File: src/rtl/controle_medidas_hcsr04.sv
// ----------------------------------------------------------------------------
// controle_medidas_hcsr04
// Sequencer in front of the HC-SR04 interface. Each round takes 2^N_LOG2
// samples, pulsing the interface reset between samples because the
// interface parks in its final state. Each attempt is bounded by a
// watchdog. After MAX_FALHAS consecutive timeouts on one sample, the round
// is discarded and the sticky error flag is raised. Rounds repeat every
// PERIODO cycles while ligar is held.
//
// Ports:
//   clock        system clock
//   reset        asynchronous, active-high reset
//   ligar        level; enables periodic measurement
//   pronto_if    interface ready, medida_if valid while high
//   medida_if    interface distance sample
//   reset_if     one-cycle reset pulse to the interface
//   medir_if     one-cycle measure pulse to the interface
//   media        last published average
//   media_valida one-cycle pulse when media updates
//   erro_sensor  sticky error flag, cleared by the next good round
//   db_estado    current state code
//
// state   | meaning
// INICIAL | idle, waiting for ligar
// LIMPA   | reset interface, clear round counters
// DISPARA | trigger one measurement
// AGUARDA | wait for pronto_if under watchdog
// ACUMULA | add captured sample to accumulator
// REARMA  | reset interface between samples
// FALHA   | attempt timed out, count failure
// ERRO    | too many failures, discard round
// CALCULA | compute average
// PUBLICA | announce new average
// ESPERA  | wait for next period
// ----------------------------------------------------------------------------
module controle_medidas_hcsr04 #(
    parameter int LARGURA    = 12,
    parameter int N_LOG2     = 2,
    parameter int PERIODO    = 50000000,
    parameter int WATCHDOG   = 3000000,
    parameter int MAX_FALHAS = 3
) (
    input  logic               clock,
    input  logic               reset,
    input  logic               ligar,
    input  logic               pronto_if,
    input  logic [LARGURA-1:0] medida_if,
    output logic               reset_if,
    output logic               medir_if,
    output logic [LARGURA-1:0] media,
    output logic               media_valida,
    output logic               erro_sensor,
    output logic [3:0]         db_estado
);

    localparam int ACC_W = LARGURA + N_LOG2;
    localparam int AMO_W = N_LOG2 + 1;
    localparam int WD_W  = ($clog2(WATCHDOG) > 0) ? $clog2(WATCHDOG) : 1;
    localparam int PER_W = ($clog2(PERIODO) > 0) ? $clog2(PERIODO) : 1;
    localparam int FAL_W = ($clog2(MAX_FALHAS + 1) > 0) ? $clog2(MAX_FALHAS + 1) : 1;

    typedef enum logic [3:0] {
        INICIAL = 4'd0,
        LIMPA   = 4'd1,
        DISPARA = 4'd2,
        AGUARDA = 4'd3,
        ACUMULA = 4'd4,
        REARMA  = 4'd5,
        FALHA   = 4'd6,
        ERRO    = 4'd7,
        CALCULA = 4'd8,
        PUBLICA = 4'd9,
        ESPERA  = 4'd10
    } estado_t;

    estado_t            estado_q;
    logic [ACC_W-1:0]   acumulador_q;
    logic [LARGURA-1:0] amostra_q;
    logic [AMO_W-1:0]   amostras_q;
    logic [FAL_W-1:0]   falhas_q;
    logic [WD_W-1:0]    watchdog_q;
    logic [PER_W-1:0]   periodo_q;
    logic [LARGURA-1:0] media_q;
    logic               erro_q;

    always_ff @(posedge clock or posedge reset) begin
        if (reset) begin
            estado_q     <= INICIAL;
            acumulador_q <= '0;
            amostra_q    <= '0;
            amostras_q   <= '0;
            falhas_q     <= '0;
            watchdog_q   <= '0;
            periodo_q    <= '0;
            media_q      <= '0;
            erro_q       <= 1'b0;
        end else begin
            case (estado_q)
                INICIAL: begin
                    if (ligar) estado_q <= LIMPA;
                end
                LIMPA: begin
                    acumulador_q <= '0;
                    amostras_q   <= '0;
                    falhas_q     <= '0;
                    watchdog_q   <= '0;
                    estado_q     <= DISPARA;
                end
                DISPARA: begin
                    watchdog_q <= '0;
                    estado_q   <= AGUARDA;
                end
                AGUARDA: begin
                    watchdog_q <= watchdog_q + WD_W'(1);
                    // A sample arriving on the expiry cycle is still accepted.
                    if (pronto_if) begin
                        amostra_q <= medida_if;
                        estado_q  <= ACUMULA;
                    end else if (watchdog_q == WD_W'(WATCHDOG - 1)) begin
                        estado_q <= FALHA;
                    end
                end
                ACUMULA: begin
                    acumulador_q <= acumulador_q + ACC_W'(amostra_q);
                    amostras_q   <= amostras_q + AMO_W'(1);
                    falhas_q     <= '0;
                    if (amostras_q + AMO_W'(1) == AMO_W'(1 << N_LOG2))
                        estado_q <= CALCULA;
                    else
                        estado_q <= REARMA;
                end
                REARMA: begin
                    estado_q <= DISPARA;
                end
                FALHA: begin
                    falhas_q <= falhas_q + FAL_W'(1);
                    if (falhas_q + FAL_W'(1) == FAL_W'(MAX_FALHAS))
                        estado_q <= ERRO;
                    else
                        estado_q <= DISPARA;
                end
                ERRO: begin
                    erro_q    <= 1'b1;
                    periodo_q <= '0;
                    estado_q  <= ESPERA;
                end
                CALCULA: begin
                    // Divide by the sample count by dropping the low bits.
                    media_q  <= acumulador_q[ACC_W-1:N_LOG2];
                    erro_q   <= 1'b0;
                    estado_q <= PUBLICA;
                end
                PUBLICA: begin
                    periodo_q <= '0;
                    estado_q  <= ESPERA;
                end
                ESPERA: begin
                    if (!ligar)
                        estado_q <= INICIAL;
                    else if (periodo_q == PER_W'(PERIODO - 1))
                        estado_q <= LIMPA;
                    else
                        periodo_q <= periodo_q + PER_W'(1);
                end
                default: estado_q <= INICIAL;
            endcase
        end
    end

    assign reset_if     = (estado_q == LIMPA) || (estado_q == REARMA) || (estado_q == FALHA);
    assign medir_if     = (estado_q == DISPARA);
    assign media_valida = (estado_q == PUBLICA);
    assign media        = media_q;
    assign erro_sensor  = erro_q;
    assign db_estado    = (estado_q > ESPERA) ? 4'b1110 : estado_q;

endmodule

File: config.mk
export PLATFORM = sky130hd
export DESIGN_NAME = controle_medidas_hcsr04
export DESIGN_NICKNAME = d
export VERILOG_FILES = /design/src/rtl/controle_medidas_hcsr04.sv
export SDC_FILE = /design/constraint.sdc
export NUM_CORES = 1
export LEC_CHECK = 0
export BUFFER_PORTS_ARGS = -buffer_cell sky130_fd_sc_hd__clkbuf_2
export CAP_MARGIN = 30
export CORE_MARGIN = 3
export CORE_UTILIZATION = 60
export DETAILED_ROUTE_END_ITERATION = 7
export PLACE_DENSITY = 0.76
export SLEW_MARGIN = 20
export SYNTH_ARGS = -nofsm -noshare
export SYNTH_HDL_FRONTEND = slang
export SYNTH_SLANG_ARGS = --single-unit
export TNS_END_PERCENT = 5
File: constraint.sdc
create_clock -name clock -period 3.5 [get_ports clock]
set_input_delay 0.175 -clock clock [delete_from_list [all_inputs] [get_ports clock]]
set_output_delay 0.175 -clock clock [all_outputs]
set_load 0.01 [all_outputs]
==> run summary <==
Crit Path Max Fanout -> 18
WP data required -> 3.75 ns
Vias per cell -> 5.93
WS Path Type -> flip-flop to flip-flop
DR WL/cell -> 15.5 µm
Largest net degree at the start of global routing -> 45
Routability cong. -> 0.860
Most common cell after layout, fill and taps aside -> dfrtp_1
Hold EP -> amostra_q[5]$_DFFE_PP0P_
HPWL Detailed -> 7280 µm
Met2 wire length -> 4930 µm
Synth area leader -> dfrtp_1
Vias -> 3953
Worst reg2reg path startpoint -> estado_q[2]$_DFFE_PP0P_
Pwr Density -> 698 nW/µm²
Post-Synthesis Net Count -> 562
Final net count -> 595
Ys Warns -> 0
Final worst-path setup slack -> 1.13 ns
TritonCTS clock tree -> done
Layout Skew -> 0.0108 ns
DR top layer -> met4
Number of synthesized flops with an enable pin -> 0
Maximum vdd drop -> 318 µV
Fin crit period -> 2.37 ns
Final worst-path cycle share -> 67.8%
# H-tree levels -> 3
Die Footprint -> 9570 µm²
Synth async-reset ratio -> 100%
Cells on Worst Hold Path -> 2
Setup slack, reg-to-reg -> 1.13 ns
Final-report setup violation count -> 0
Postcts setup bufs -> 0
DRC violations left -> 0
Reg2reg end -> amostra_q[10]$_DFFE_PP0P_
Clk slew on worst S/H paths -> 0.09 ns
Routed wire length -> 10300 µm
Yosys reg bits -> 96
Slew Viols, Final -> 0
Drt first pass iters -> 5
Layout cells sized above 1 -> 15.9%
Yosys cell types -> 54
Outcome -> finished clean
Worst Hold Launch -> medida_if[5]
TritonCTS sink count -> 96
Total negative slack -> 0 ns
Initial antenna violation count -> 0
Rows -> 32
Clock buffer depth -> 2
Peak Freq -> 422 MHz
Reg2Reg Depth -> 4
1st-iter DRT viols -> 211
Global-route wire length before repair -> 17900 µm
Cells after Synth -> 528
Vias in the first global route -> 3855
Routed Antenna Nets -> 0
# resized after CTS -> 0
Setup crit end kind -> flip-flop
Root buf cell -> clkbuf_8
Wl on met1 -> 4810 µm
Synth Flop Type -> dfrtp_1
Top-area cell type share of the netlist area -> 47.5%
IO Count -> 36
Endpoints failing hold -> 0
CP arrival -> 2.63 ns
IO buf count -> 35
Mapped Area -> 5060 µm²
Die W -> 97.8 µm
Clock buffer count from CTS -> 9
Most frequent cells in the layout -> dfrtp_1, nor2_1, nand2_1
Worst min-delay path category -> primary input to flip-flop
GRT overflow -> 0
Worst slew pin tran -> 0.661 ns
Dpl cell area -> 5330 µm²
Core area -> 7970 µm²
Placement Setup Slack -> 1.09 ns
Total of max-cap violations -> 0
Design Area, Final -> 5580 µm²
Top cells by area, synth -> dfrtp_1, mux2_2, nor2_1, o21ai_0, ha_1
Launch point of the critical path -> estado_q[2]$_DFFE_PP0P_
Leak -> 2.54 nW
CP Launch Type -> flip-flop
Routed wl met3 -> 442 µm
GRT Total Usage -> 22.6%
Syn-to-layout area delta -> 10.2%
Headroom to the max-slew limit -> 55.8%
Seq/Total Area, Yosys -> 47.5%
Initial Util -> 63.5%
DIE HEIGHT -> 97.8 µm
Number of diodes -> 0
Avg Inst Size Synth -> 9.59 µm²
RSZ-0062 raised after global routing -> false
Worst skew pair latency -> 0.36 ns
final cells by class:
type / count / area (µm²)
timing repair buffer: 44 / 243
tap: 102 / 128
clock buffer: 12 / 145
fill: 616 / 2390
multi-input combinational: 398 / 2520
clock inverter: 3 / 90.1
sequential: 96 / 2400
inverter: 12 / 47.5
synth_stat cells, types with 4 or more instances:
library cell  instances
nand2b_1              6
nand3_1              37
clkbuf_1             15
nor2_1               62
nand2_1              47
a21o_1                4
dfrtp_1              96
nor3_1               17
o21ai_0              43
nor4_1                6
inv_1                12
a21oi_1              15
or3_1                 6
xor2_1               19
nand4_1              12
xnor2_1              24
ha_1                 17
mux2_2               24
a31oi_1               5
report_power, final:
part | internal [W] | total, W | switching, W
logic | 0.000634 | 0.00146 | 0.000821
clock network | 0.000491 | 0.000860 | 0.000369
registers | 0.00134 | 0.00158 | 0.000238
total | 0.00246 | 0.00389 | 0.00143
flip-flops by register name, indices dropped and copies added, names as in the netlist:
signal        flops
estado_q          4
acumulador_q     14
amostras_q        3
amostra_q        12
erro_sensor       1
media            12
falhas_q          2
watchdog_q       22
periodo_q        26
what timing repair did:
action	in CTS	in global routing
hold buffers	1	0
setup endpoints to repair	0	0
endpoints found under the hold margin	42	0
worst max path at each step:
| stage | endpoint | depth (start not counted) |
|---|---|---|
| floorplan | acumulador_q[0]$_DFFE_PP0P_ | 1 |
| global placement | amostra_q[3]$_DFFE_PP0P_ | 4 |
| detailed placement | amostra_q[10]$_DFFE_PP0P_ | 4 |
| CTS | amostra_q[10]$_DFFE_PP0P_ | 4 |
| global route | amostra_q[8]$_DFFE_PP0P_ | 4 |
| finish | amostra_q[10]$_DFFE_PP0P_ | 4 |
layer usage:
layer	GRT usage, %	up-vias
met3	4.50	11
met5	0	-
met1	30.9	1935
li1	-	1917
met2	36.4	90
met4	7.67	0
per-stage QoR:
step | hold WS (ns) | cells | total power [W] | utilization, %
final | 0.0385 | 667 | 0.00389 | 70.0
after global placement | 0.252 | 650 | 0.00297 | 66.9
after detailed placement | 0.265 | 650 | 0.00304 | 66.9
after global routing | 0.0344 | 667 | 0.00417 | 70.0
after CTS | 0.0297 | 666 | 0.00391 | 70.0
after floorplan | 0.325 | 528 | 0.00265 | -
kinds of logic after synthesis:
kind of cell | synth area share (%)
multiplexers | 5.54
flip-flops | 47.5
AND/OR/NAND/NOR | 20.8
adder cells (fa/ha/maj) | 4.60
buffers and inverters | 2.77
XOR/XNOR | 7.44
AO/OA/AOI/OAI | 11.3
worst max-delay path, cell delays in order, from the launching register on:
cell and delay (ns):
dfrtp_1 0.57, nand2b_1 0.29, nor2_1 0.45, nand2_1 0.52
mux2_2 0.44
Note: power is estimated with default switching activity, not from simulation.
